### src/rtl/uart_tx_arb.sv
// uart_tx_arb: four-client round-robin arbiter in front of a single UART byte
// transmitter. Launches the transmitter with a one-cycle start pulse, follows
// tx_busy through the frame, and can hold the grant across locked multi-byte
// messages so that messages from different clients never interleave.
module uart_tx_arb #(
    parameter int unsigned BUSY_TIMEOUT = 16
) (
    input  logic        clk,
    input  logic        rst_n,
    input  logic [3:0]  req,
    input  logic [3:0]  lock,
    input  logic [31:0] din,
    input  logic        tx_busy,
    output logic        tx_start,
    output logic [7:0]  tx_data,
    output logic [3:0]  ack,
    output logic        grant_vld,
    output logic [1:0]  grant_id,
    output logic        timeout_err
);

    localparam int unsigned CNT_W    = 8;
    localparam logic [CNT_W-1:0] CNT_LAST = CNT_W'(BUSY_TIMEOUT - 1);
    localparam logic [CNT_W-1:0] CNT_MAX  = '1;

    typedef enum logic [1:0] {
        IDLE    = 2'd0,
        WAIT_HI = 2'd1,
        WAIT_LO = 2'd2
    } state_t;

    state_t           r_state;
    logic [1:0]       r_ptr;
    logic [CNT_W-1:0] r_cnt;

    logic             w_any;
    logic [1:0]       w_win;
    logic [1:0]       w_idx;
    logic [7:0]       w_win_byte;
    logic [7:0]       w_own_byte;

    // Round-robin search starting at r_ptr; the lowest offset with req set wins.
    always_comb begin
        w_any = 1'b0;
        w_win = r_ptr;
        w_idx = r_ptr;
        for (int k = 3; k >= 0; k--) begin
            w_idx = r_ptr + 2'(k);
            if (req[w_idx]) begin
                w_any = 1'b1;
                w_win = w_idx;
            end
        end
    end

    // Byte lanes of the new winner and of the current owner (for locked reloads).
    always_comb begin
        w_win_byte = din[{w_win, 3'b000} +: 8];
        w_own_byte = din[{grant_id, 3'b000} +: 8];
    end

    // Arbitration FSM with registered transmitter and client handshake outputs.
    always_ff @(posedge clk or negedge rst_n) begin
        if (!rst_n) begin
            r_state     <= IDLE;
            r_ptr       <= 2'd0;
            r_cnt       <= '0;
            tx_start    <= 1'b0;
            tx_data     <= 8'h00;
            ack         <= 4'b0000;
            grant_vld   <= 1'b0;
            grant_id    <= 2'd0;
            timeout_err <= 1'b0;
        end else begin
            tx_start    <= 1'b0;
            ack         <= 4'b0000;
            timeout_err <= 1'b0;
            case (r_state)
                IDLE: begin
                    if (w_any) begin
                        tx_data   <= w_win_byte;
                        grant_id  <= w_win;
                        grant_vld <= 1'b1;
                        tx_start  <= 1'b1;
                        ack       <= 4'b0001 << w_win;
                        r_cnt     <= '0;
                        r_state   <= WAIT_HI;
                    end
                end
                WAIT_HI: begin
                    if (tx_busy) begin
                        r_state <= WAIT_LO;
                    end else begin
                        if (r_cnt != CNT_MAX) begin
                            r_cnt <= r_cnt + 8'd1;
                        end
                        // Transmitter never acknowledged the launch: give up the grant.
                        if (r_cnt == CNT_LAST) begin
                            timeout_err <= 1'b1;
                            grant_vld   <= 1'b0;
                            r_ptr       <= grant_id + 2'd1;
                            r_state     <= IDLE;
                        end
                    end
                end
                WAIT_LO: begin
                    if (!tx_busy) begin
                        if (lock[grant_id] && req[grant_id]) begin
                            tx_data  <= w_own_byte;
                            tx_start <= 1'b1;
                            ack      <= 4'b0001 << grant_id;
                            r_cnt    <= '0;
                            r_state  <= WAIT_HI;
                        end else begin
                            grant_vld <= 1'b0;
                            r_ptr     <= grant_id + 2'd1;
                            r_state   <= IDLE;
                        end
                    end
                end
                default: r_state <= IDLE;
            endcase
        end
    end

endmodule

### config.mk
export PLATFORM = sky130hd
export DESIGN_NAME = uart_tx_arb
export DESIGN_NICKNAME = d
export VERILOG_FILES = /design/src/rtl/uart_tx_arb.sv
export SDC_FILE = /design/constraint.sdc
export NUM_CORES = 1
export LEC_CHECK = 0
export BUFFER_PORTS_ARGS = -buffer_cell sky130_fd_sc_hd__buf_2
export CAP_MARGIN = 20
export CORE_MARGIN = 4
export CORE_UTILIZATION = 50
export CTS_BUF_LIST = sky130_fd_sc_hd__clkbuf_8
export DETAILED_ROUTE_END_ITERATION = 10
export PLACE_DENSITY = 0.79
export SKIP_LAST_GASP = 1
export SLEW_MARGIN = 0
export SYNTH_ARGS = -nofsm -noshare
export SYNTH_HDL_FRONTEND = slang
export SYNTH_SLANG_ARGS = --single-unit
### constraint.sdc
create_clock -name clk -period 3.7 [get_ports clk]
set_input_delay 0.185 -clock clk [delete_from_list [all_inputs] [get_ports clk]]
set_output_delay 0.185 -clock clk [all_outputs]
set_load 0.02 [all_outputs]
# Yosys cells after proc, flatten, opt, wreduce, memory -nomap -nowiden

Index checks and enable logic that the tools add are counted.

Shift-type cells: 4
$lt $le $gt $ge: 5
Bitwise operators: 0
Multiply operators: 0
Multiplexer cells: 58
Add/subtract/negate cells: 5
Div/mod/pow operators: 0
Eq/ne operators: 12
Reductions and logical operators: 11

Operator list:

| operator              | count |
|---|---|
| $mux W8               | 8 |
| $shiftx A32 B6 Y8     | 2 |
| $mux W2               | 12 |
| $pmux W8 S3           | 1 |
| $mux W1               | 22 |
| $pmux W8 S2           | 1 |
| $lt A2 B3 Y1 const B  | 5 |
| $ne A2 B2 Y1 const B  | 7 |
| $bmux W1 S2           | 6 |
| $mux W4               | 3 |
| $reduce_and A6 Y1     | 2 |
| $add A8 B1 Y8 const B | 1 |
| $eq A8 B4 Y1 const B  | 1 |
| $ne A8 B8 Y1 const B  | 1 |
| $pmux W4 S2           | 1 |
| $shl A1 B2 Y4 const A | 2 |
| $pmux W2 S3           | 1 |
| $reduce_and A5 Y1     | 1 |
| $add A2 B1 Y2 const B | 2 |
| $add A2 B2 Y2 const B | 2 |
| $pmux W2 S2           | 1 |
| $reduce_and A4 Y1     | 1 |
| $reduce_bool A2 Y1    | 2 |
| $ne A3 B3 Y1 const B  | 1 |
| other kinds (9)       | 9 |

Register bits: 29
Memory bits (writable): 0
Logic and storage cells: 104
Input port bits: 43
Output and inout bits: 17
Memory bits (read-only): 0
Bits in latches: 0
Memories: 0

# Logic depth before layout (Yosys ltp)

Gate-level depths: netlist of the first run.

Word-level depth: 10
Gate-level depth with buffers: 9
Mapped depth without buffers: 8

# Worst setup path before layout of the first run

OpenSTA, ideal clock, no wires.

Kind: register to register
From: register grant_id[0]
To: register r_ptr[0]
Required time: 3.575 ns
Path buffers: 0
Arrival: 1.981 ns
Library setup time: 0.125 ns
Slack: 1.595 ns
Period minus slack after synthesis: 2.105 ns
Stages on the path, launching flop included: 6
Cell sequence: dfrtp_1 > inv_1 > mux4_2 > or2_2 > o211ai_1 > mux2_2

Longest elaborated chain between the ends: 5
Elaborated cells on any way between the ends: 13
Those cells by class: add/sub: 1; eq/ne: 1; mux: 9; reduce/logical: 2

Ends and longest elaborated chain:

| item                               | line | text |
|---|---|---|
| from (decl)                        | 18   | `output logic [1:0] grant_id,` |
| from (signal assigned)             | 82   | `grant_id <= w_win;` |
| $bmux W1 S2                        | 108  | `if (lock[grant_id] && req[grant_id]) begin` |
| $mux W1 (not written as such)      | 108  |  |
| $logic_and A1 B1 Y1                | 108  |  |
| $ne A2 B2 Y1 (no source line)      | n/a  |  |
| $reduce_and A5 Y1 (no source line) | n/a  |  |
| to (signal assigned)               | 101  | `r_ptr <= grant_id + 2'd1;` |
| to (signal assigned)               | 116  | `r_ptr <= grant_id + 2'd1;` |
| to (decl)                          | 33   | `logic [1:0] r_ptr;` |

Several ways; a longest one is shown, not always the timed one. The select of a mux whose other input is x is not followed.
A chain may end at the register's enable or synchronous reset.

# Worst setup path in the final report of the first run

From: register grant_id[0]
To: register tx_data[5]

Longest elaborated chain between the ends: 5
Elaborated cells on any way between the ends: 11
Those cells by class: eq/ne: 1; shift: 1; mux: 7; reduce/logical: 2

Ends and longest elaborated chain:

| item                                                      | line | text |
|---|---|---|
| branches (longest 5 deep; another with $shiftx A32 B6 Y8) | n/a  |  |
| to (signal assigned)                                      | 81   | `tx_data <= w_win_byte;` |
| to (signal assigned)                                      | 109  | `tx_data <= w_own_byte;` |
| to (decl)                                                 | 15   | `output logic [7:0] tx_data,` |

Parallel ways; which one is timed is not known. The select of a mux whose other input is x is not followed.

==> results of run 1 <==
[cells by family after synthesis]
family	after synthesis
buf+inv	17
simple gates	56
mux	22
fa+ha+maj	9
compound gates	56
flops	29
[sequential cells by signal (all words and copies together), names as in the netlist]
| name | count |
|---|---|
| r_ptr | 2 |
| r_state | 2 |
| timeout_err | 1 |
| tx_data | 8 |
| grant_id | 2 |
| ack | 4 |
| r_cnt | 8 |
| grant_vld | 1 |
| tx_start | 1 |
[critical path, cell delays in order (launching register included)]
cell and delay, ns:
dfrtp_1 0.42, inv_1 0.17, mux4_2 0.57, nor3_4 0.25
or2_1 0.45, o2bb2ai_1 0.10, a31oi_1 0.15
[timing repair]
| item | 4_1_cts | 5_1_grt |
|---|---|---|
| hold buffers | 1 | 0 |
| hold endpoints to repair | 29 | 0 |
| endpoints found under the setup margin | 0 | 0 |
[per-stage QoR]
step | total power [W] | std cells | util, % | hold WS [ns] | setup slack [ns]
after floorplan | 0.00137 | 189 | - | -0.111 | 1.59
after global placement | 0.00156 | 289 | 62.8 | 0.242 | 1.57
after detailed placement | 0.00158 | 289 | 62.8 | 0.249 | 1.48
after CTS | 0.00184 | 297 | 65.6 | 0.224 | 1.48
after global routing | 0.00201 | 297 | 65.6 | 0.247 | 1.27
final | 0.00182 | 297 | 65.6 | 0.228 | 1.50
[layer usage]
layer | vias up | share of wire, % | routed length [um]
met3 | 9 | 9.1 | 358
met4 | 0 | 1.7 | 68
met2 | 69 | 44 | 1730
met5 | - | 0 | 0
met1 | 738 | 46 | 1800
li1 | 821 | - | -
[power by group]
| part | internal (W) | total [W] | switching (W) |
|---|---|---|---|
| clock | 0.000144 | 0.000254 | 0.000110 |
| combinational | 0.000429 | 0.00105 | 0.000618 |
| sequential | 0.000441 | 0.000524 | 0.0000832 |
[final cells by class]
cell class / count / share of cell area (%)
Inverter: 11 / 1.83
Timing Repair Buffer: 61 / 13.9
Sequential cell: 29 / 32.1
Clock buffer: 6 / 3.66
Tap cell: 46 / 2.55
Multi-Input combinational cell: 143 / 45.8
Clock inverter: 1 / 0.166
[path summary, 6_finish.rpt]
path                              from          to  slack [ns]
max                        grant_id[0]  tx_data[5]        1.50
min                            din[27]  tx_data[3]        0.23
max reg2reg                grant_id[0]  tx_data[5]        1.50
min reg2reg                  grant_vld   grant_vld        0.51
max in group asynchronous        rst_n    r_cnt[1]        2.81
min in group asynchronous        rst_n  tx_data[6]        0.47
[cells in the final DEF (no fill, tap or decap), types with 3 or more instances in the layout]
master     instances
clkbuf_8           6
o2bb2ai_1          8
dfrtp_1           29
inv_1             12
mux2i_1           18
nor2b_1            4
and3_1             3
nor2_1            14
ha_1               9
a21oi_1            4
buf_2             59
a22o_1             5
mux2_2             3
nand2_1           13
o21ai_0           14
a31oi_1            9
nand3_1            6
[Yosys cell counts (3+ instances only)]
cell / count / share of area, %
dfrtp_1: 29 / 39
mux2i_1: 18 / 9.7
nor2_1: 14 / 2.8
o21ai_0: 14 / 3.8
nand2_1: 13 / 2.6
inv_1: 11 / 2.2
a31oi_1: 9 / 3.0
ha_1: 9 / 6.1
o2bb2ai_1: 8 / 3.8
nand3_1: 6 / 1.6
a22o_1: 5 / 2.4
a21oi_1: 4 / 1.1
nor2b_1: 4 / 1.4
and3_1: 3 / 1.0
mux2_2: 3 / 1.8
==> out/results.tsv, run 1 <==
stage	metric	value	unit
outcome	status	finished, final reports clean	
die	I/O pins	60	
route	Detailed Route WL	3950	um
synth	mux share of post-synthesis cell area	12.8	%
pwr	worst vdd ir	0.391	mV
synth	most used flip-flop cell after synthesis	dfrtp_1	
sta	final setup violation count	0	
synth	Syn Area/Cell	9.80	um^2
clocking	TritonCTS Buffers	5	
finish	Synth-to-Final Area Change	22.0	%
synth	Syn. warnings	0	
critical_path	crit end category	flop	
critical_path	Crit Path Class	reg -> reg	
sta	Layout Skew	0.00666	ns
clocking	Setup Buffers After CTS	0	
synth	Post-synth EDFFs	0	
sta	Rel. slew slack	57.8	%
placement	dpl hpwl	3030	um
die	Initial Util	53.8	%
synth	asr flop ratio synth	100	%
route	starting DRC count in detailed routing	76	
finish	Layout fillers	303	
grt	M2 GR Usage	30.7	%
finish	Reg area	726	um^2
finish	number of diodes	0	
clocking	H-tree depth	2	
route	mean routed wirelength per cell	13.3	um
clocking	Worst-path clk slew	0.06	ns
die	row cnt	21	
grt	GR Util All Layers	20.0	%
finish	share of cells above drive strength 1	30.7	%
pwr	Pwr per Cell Area	808	nW/um^2
route	DRT Pass-1 Iters	4	
sta	fin crit period	2.20	ns
route	vias per cell	5.51	
grt	grt met1 use	26.0	%
synth	Synth Net Count	241	
grt	Remaining Overflow, GRT	0	
min_path	Hold Crit Class	in -> reg	
sta	FMAX	0.455	GHz
finish	final instance area	2260	um^2
die	die width	68.9	um
clocking	post-CTS resize count	0	
sta	setup_tns	0	ns
clocking	TritonCTS clock tree	built	
sta	max-slew violation count	0	
sta	RSZ-0062 raised after global routing	no	
critical_path	Worst EP arrival	2.39	ns
synth	sequential cell area fraction in the yosys report	39.2	%
clocking	clk sinks	29	
critical_path	Startpoint Class	flop	
clocking	Max Root-Sink Buffers	2	
die	Core ar.	3440	um^2
critical_path	Critical Path Fanout Max	16	
synth	combinational family with the most area after synthesis	compound AO/OA/AOI/OAI gates	
grt	antenna violations before repair	0	
synth	Synth Area in XOR/XNOR	0	%
die	DIE AREA	4740	um^2
critical_path	Reg2Reg Depth	6	
synth	Netlist Area Pre-Place	1850	um^2
grt	vias in the first global route	1616	
grt	GRT busiest layer	met2	
run	max-cap violation count	0	
pwr	leakage power	1.12	nW
grt	GRT met3 Usage	6.48	%
synth	Cell variety after synth	41	
finish	Nets	303	
critical_path	Req. time, crit path	3.89	ns
clocking	worst-skew pair later-pin latency	0.28	ns
sta	pin slew with the least headroom to its limit	0.633	ns
min_path	hold depth	3	
placement	Cell Area, Placed	2160	um^2
sta	Final Hold Vio Count	0	
synth	adder-cell share of the synthesized area	6.08	%
route	Vias	1637	
sta	Tcrit/Tclk final	59.4	%
synth	Synth Area in Simple Gates	15.6	%
synth	Post-Syn Instances	189	
grt	global-route wire length before repair	7040	um
clocking	root buffer cell	clkbuf_8	
finish	area occupied by multi-input gates	1030	um^2
placement	Port Buffers	59	
route	remaining antenna violation count after routing	0	
synth	flops & latches, synth	29	
route	DRC Markers	0	
synth	compound-gate portion of the synthesized area	21.4	%
die	Die Y	68.9	um
placement	RePlAce Congestion	0.811	
grt	pin count of the biggest net entering global routing	30	
Note: power is estimated with default switching activity, not from simulation.
==> run 2, diff against run 1 <==
- CORE_UTILIZATION: 50 -> 47
- PLACE_DENSITY: 0.79 -> 0.78
- clock period: 3.7 -> 1.95 ns (I/O delays scaled with it)
==> run 2 against run 1 <==
Effect of this change:
- clock-buffer cell count fell by 1
- combinational power rose by 130%
- sequential cell count did not move
- cell count rose by 5.7%
- worst hold slack got worse by 0.099 ns
- die area rose by 5.6%
- setup slack got worse by 1.5 ns
- largest cell class unchanged
- highest routed layer unchanged
==> out/results.tsv, run 2 (synthesis results as in run 1) <==
stage	metric	value	unit	change
grt	grt met1 use	20.9	%	was 26.0%
sta	Rel. slew slack	55.7	%	was 57.8%
critical_path	WP buf/inv	1		unchanged
critical_path	Critical Path Fanout Max	4		was 16
critical_path	Crit Path Class	reg -> reg		unchanged
sta	pin slew with the least headroom to its limit	0.664	ns	was 0.633 ns
finish	Nets	317		was 303
grt	antenna violations before repair	0		unchanged
pwr	leakage power	1.20	nW	was 1.12 nW
placement	placed insts	302		was 289
placement	dpl hpwl	3310	um	was 3030 um
route	starting DRC count in detailed routing	105		was 76
route	Vias	1694		was 1637
finish	largest registers	r_cnt x8, tx_data x8, ack x4		unchanged
clocking	Max Root-Sink Buffers	2		unchanged
critical_path	r2r setup slk	0.03	ns	was 1.50 ns
run	max-cap violation count	0		unchanged
finish	Post-Route Utilization	64.9	%	was 65.6%
finish	Synth-to-Final Area Change	31.3	%	was 22.0%
critical_path	Req. time, crit path	2.12	ns	was 3.89 ns
finish	post-route insts no fill	314		was 297
pwr	Tot Pwr	0.00388	W	was 0.00182 W
route	Detailed Route WL	4340	um	was 3950 um
die	Core ar.	3740	um^2	was 3440 um^2
die	Die Y	70.8	um	was 68.9 um
die	row cnt	22		was 21
route	DRC Markers	0		unchanged
finish	share of cells above drive strength 1	38.0	%	was 30.7%
placement	Port Buffers	59		unchanged
finish	most frequent standard cell in the layout excluding fill and tap cells	buf_2		unchanged
sta	fin worst setup slack	0.0335	ns	was 1.50 ns
finish	most frequent cells in the layout	59 x buf_2, 28 x dfrtp_1, 18 x mux2i_1		was 59 x buf_2, 29 x dfrtp_1, 18 x mux2i_1
grt	vias in the first global route	1661		was 1616
clocking	Worst-path clk slew	0.07	ns	was 0.06 ns
sta	final setup violation count	0		unchanged
sta	max-slew violation count	0		unchanged
sta	FMAX	0.522	GHz	was 0.455 GHz
sta	Hold Worst Slack	0.129	ns	was 0.228 ns
die	die width	70.8	um	was 68.9 um
finish	number of diodes	0		unchanged
pwr	worst vdd ir	0.887	mV	was 0.391 mV
route	DRT Pass-1 Iters	4		unchanged
sta	Final Hold Vio Count	0		unchanged
sta	fin crit period	1.92	ns	was 2.20 ns
finish	Layout fillers	315		was 303
clocking	clk sinks	29		unchanged
grt	Remaining Overflow, GRT	0		unchanged
critical_path	family with the most delay on the worst path	multiplexers		was simple AND/OR/NAND/NOR gates
die	I/O pins	60		unchanged
placement	RePlAce Congestion	0.852		was 0.811
clocking	H-tree depth	2		unchanged
grt	global-route wire length before repair	7240	um	was 7040 um
die	Initial Util	49.5	%	was 53.8%
outcome	status	finished, final reports clean		unchanged
critical_path	Worst EP arrival	2.09	ns	was 2.39 ns
critical_path	CP max stage cell	mux4_2		unchanged
grt	GRT met3 Usage	5.54	%	was 6.48%
pwr	Pwr per Cell Area	1600	nW/um^2	was 808 nW/um^2
die	DIE AREA	5010	um^2	was 4740 um^2
grt	GRT busiest layer	met2		unchanged
sta	Tcrit/Tclk final	98.3	%	was 59.4%
sta	RSZ-0062 raised after global routing	yes		was no
grt	GR Util All Layers	18.1	%	was 20.0%
grt	M2 GR Usage	31.6	%	was 30.7%
placement	dpl ws	0.0323	ns	was 1.48 ns
clocking	TritonCTS Buffers	5		unchanged
route	mean routed wirelength per cell	13.8	um	was 13.3 um
critical_path	Cell Chain, Critical Path	inv_2 -> mux4_2 -> or2_4 -> o211ai_1 -> mux2_2		was inv_1 -> mux4_2 -> nor3_4 -> or2_1 -> o2bb2ai_1 -> a31oi_1
clocking	worst-skew pair later-pin latency	0.29	ns	was 0.28 ns
grt	pin count of the biggest net entering global routing	30		unchanged
critical_path	crit end category	flop		unchanged
clocking	TritonCTS clock tree	built		unchanged
critical_path	Startpoint Class	flop		unchanged
route	remaining antenna violation count after routing	0		unchanged
min_path	Hold Crit Class	in -> reg		unchanged
clocking	root buffer cell	clkbuf_8		unchanged
critical_path	peak per-stage delay on the critical path	0.55	ns	was 0.57 ns
sta	Layout Skew	0.00597	ns	was 0.00666 ns
route	vias per cell	5.39		was 5.51
[run 2: changes by cell type in the layout (fill, tap and decap cells not counted), moves of 2 or more]
cell,delta
o21ai_1,+3
o21ai_0,-4
buf_12,+2
inv_1,-3
buf_4,+12
clkinv_2,+2
[run 2: through the flow]
| step | TNS (ns) | cell area, um^2 |
|---|---|---|
| after detailed placement | 0 | 2290 |
| after floorplan | -0.0326 | 1870 |
| after global routing | -0.00492 | 2430 |
| after global placement | 0 | 2290 |
| final | 0 | 2430 |
| after CTS | 0 | 2390 |
[run 2: tightest hold or removal path, cell delays in order]
cell	delay, ns
buf_2	0.07
mux2i_1	0.05
a31oi_1	0.15
[run 2: area by class of cell]
cell class	count	area (um^2)	area share (%)
Inverter	11	43.8	1.80
Clock inverter	3	17.5	0.721
Multi-Input combinational cell	143	1070	44.1
Tap cell	48	60.1	2.47
Timing Repair Buffer	75	443	18.2
Clock buffer	5	68.8	2.83
Sequential cell	29	727	29.9
[run 2: power breakdown]
group,leakage (nW),internal [W],total (W),switching [W]
Combinational,0.796,0.00110,0.00243,0.00133
Sequential,0.361,0.000837,0.000972,0.000134
Clock,0.0439,0.000245,0.000483,0.000238
[run 2: final timing paths]
path / startpoint / endpoint / cells past startpoint
min in group asynchronous: rst_n / grant_id[0] / 2
max in group asynchronous: rst_n / grant_id[0] / 2
hold reg to reg: r_cnt[3] / r_cnt[3] / 1
setup reg to reg: grant_id[0] / r_ptr[0] / 5
hold / removal: din[31] / tx_data[7] / 3
setup / recovery: grant_id[0] / r_ptr[0] / 5
[run 2: metal layers]
metal	up-vias	wire length, um
met4	0	66
met5	-	0
met1	776	1790
li1	850	-
met2	61	2140
met3	7	336
[run 2: timing repair]
action                     CTS  global route
pin swaps                    0             2
hold endpoints to repair    29             0
setup buffers                1             2
hold buffers                 1             0
gates resized for setup      0            10
setup endpoints to repair    2            17
==> run 3, diff against run 2 <==
- MAX_ROUTING_LAYER: unset -> met4
==> run 3 against run 2 <==
Effect of this change:
- routed wire length shrank 0.35%
- cell count is the same
- critical path depth is the same
- highest routed layer unchanged
==> out/results.tsv, run 3 (synthesis results as in run 1) <==
stage	metric	value	unit	change
outcome	status	finished, final reports clean		unchanged
critical_path	Req. time, crit path	2.12	ns	about the same
pwr	Pwr per Cell Area	1600	nW/um^2	about the same
finish	Reg area	727	um^2	unchanged
critical_path	RR Startpoint	grant_id[0]		unchanged
die	Die Y	70.8	um	unchanged
clocking	clk sinks	29		unchanged
critical_path	family with the most delay on the worst path	multiplexers		unchanged
die	I/O pins	60		unchanged
sta	max-slew violation count	0		unchanged
pwr	leakage power	1.20	nW	unchanged
placement	placed insts	302		unchanged
placement	Cell Area, Placed	2290	um^2	unchanged
clocking	root buffer cell	clkbuf_8		unchanged
placement	Port Buffers	59		unchanged
route	DRT Pass-1 Iters	4		unchanged
min_path	hold endpoint	tx_data[7]		unchanged
grt	Remaining Overflow, GRT	0		unchanged
critical_path	CP max stage cell	mux4_2		unchanged
min_path	hold path start	din[31]		unchanged
route	starting DRC count in detailed routing	107		was 105
grt	global-route wire length before repair	7230	um	was 7240 um
finish	most frequent cells in the layout	59 x buf_2, 28 x dfrtp_1, 18 x mux2i_1		unchanged
clocking	TritonCTS Buffers	5		unchanged
sta	fin crit period	1.91	ns	was 1.92 ns
grt	vias in the first global route	1662		was 1661
die	DIE AREA	5010	um^2	unchanged
finish	number of diodes	0		unchanged
die	row cnt	22		unchanged
clocking	Max Root-Sink Buffers	2		unchanged
pwr	worst vdd ir	0.887	mV	about the same
finish	final instance area	2430	um^2	unchanged
route	Vias	1692		was 1694
critical_path	WP buf/inv	1		unchanged
grt	GR Util All Layers	18.7	%	was 18.1%
run	max-cap violation count	0		unchanged
critical_path	peak per-stage delay on the critical path	0.55	ns	about the same
finish	Nets	317		unchanged
critical_path	Reg2Reg Depth	5		unchanged
placement	dpl ws	0.0323	ns	unchanged
finish	Layout fillers	315		unchanged
sta	final setup violation count	0		unchanged
critical_path	Worst EP arrival	2.09	ns	about the same
finish	largest registers	r_cnt x8, tx_data x8, ack x4		unchanged
min_path	Hold Crit Class	in -> reg		unchanged
route	Detailed Route WL	4330	um	was 4340 um
sta	FMAX	0.522	GHz	about the same
critical_path	Cell Chain, Critical Path	inv_2 -> mux4_2 -> or2_4 -> o211ai_1 -> mux2_2		unchanged
critical_path	crit end category	flop		unchanged
critical_path	Crit. Startpoint	grant_id[0]		unchanged
route	DRC Markers	0		unchanged
route	mean routed wirelength per cell	13.8	um	about the same
finish	area occupied by multi-input gates	1070	um^2	unchanged
die	Initial Util	49.5	%	unchanged
route	vias per cell	5.39		about the same
sta	pin slew with the least headroom to its limit	0.663	ns	was 0.664 ns
route	remaining antenna violation count after routing	0		unchanged
finish	share of cells above drive strength 1	38.0	%	unchanged
finish	most frequent standard cell in the layout excluding fill and tap cells	buf_2		unchanged
clocking	TritonCTS clock tree	built		unchanged
critical_path	Critical Path Fanout Max	4		unchanged
sta	Tcrit/Tclk final	98.2	%	was 98.3%
sta	fin worst setup slack	0.0354	ns	was 0.0335 ns
placement	RePlAce Congestion	0.865		was 0.852
sta	Layout Skew	0.00661	ns	was 0.00597 ns
critical_path	Crit Path Class	reg -> reg		unchanged
sta	Final Hold Vio Count	0		unchanged
critical_path	worst r2r dst	r_ptr[0]		unchanged
die	Core ar.	3740	um^2	unchanged
grt	pin count of the biggest net entering global routing	30		unchanged
grt	antenna violations before repair	0		unchanged
placement	dpl hpwl	3310	um	unchanged
die	die width	70.8	um	unchanged
finish	post-route insts no fill	314		unchanged
critical_path	Startpoint Class	flop		unchanged
clocking	H-tree depth	2		unchanged
clocking	worst-skew pair later-pin latency	0.29	ns	about the same
critical_path	r2r setup slk	0.04	ns	was 0.03 ns
finish	Synth-to-Final Area Change	31.3	%	unchanged
sta	Rel. slew slack	55.8	%	was 55.7%
sta	RSZ-0062 raised after global routing	yes		unchanged
min_path	hold depth	3		unchanged
clocking	Worst-path clk slew	0.07	ns	about the same
[run 3: cell counts in the layout (fill, tap and decap cells not counted)]
Identical to the previous run, type by type.
[run 3: where the power goes]
part,switching (W),internal (W)
clock,0.000236,0.000245
sequential,0.000134,0.000837
combinational,0.00133,0.00110
total,0.00170,0.00218
[run 3: worst register-to-register path, cell delays in order (launching register included)]
cell	delay (ns)
dfrtp_2	0.41
inv_2	0.06
mux4_2	0.55
or2_4	0.27
o211ai_1	0.15
mux2_2	0.36
[run 3: metal layers]
layer	vias to the layer above	wire, um	track usage [%]
met5	-	0	-
met4	0	65	6.47
met3	7	331	5.26
li1	849	-	-
met2	59	2140	31.6
met1	777	1790	21.1
[run 3: what timing repair did]
item                                    4_1_cts  5_1_grt
gates resized for setup                       0       10
setup buffers                                 1        2
hold buffers                                  1        0
endpoints found under the setup margin        2       17
hold endpoints to repair                     29        0
pin swaps                                     0        2
[run 3: worst max-delay path by stage]
| stage | slack (ns) | cells past startpoint | endpoint |
|---|---|---|---|
| after floorplan | -0.02 | 5 | r_ptr[0] |
| after global placement | 0.07 | 5 | r_ptr[0] |
| after detailed placement | 0.03 | 7 | r_ptr[1] |
| after CTS | 0.04 | 7 | r_ptr[0] |
| after global routing | -0.004 | 5 | r_ptr[1] |
| final | 0.04 | 5 | r_ptr[0] |
[run 3: per-stage QoR]
stage               utilization, %  power, W  hold WS, ns  TNS [ns]
CTS                           63.9   0.00384        0.123         0
detailed placement            61.1   0.00333        0.172         0
global route                  64.9   0.00417        0.151  -0.00492
finish                        64.9   0.00388        0.129         0
global placement              61.1   0.00326        0.149         0
floorplan                        -   0.00262       -0.198   -0.0326
[run 3: area by class of cell]
| type | instances | share of cell area (%) |
|---|---|---|
| clock inverters | 3 | 0.721 |
| flip-flops and latches | 29 | 29.9 |
| multi-input cells | 143 | 44.1 |
| inverters | 11 | 1.80 |
| clock buffers | 5 | 2.83 |
| repair buffers | 75 | 18.2 |
| well taps | 48 | 2.47 |
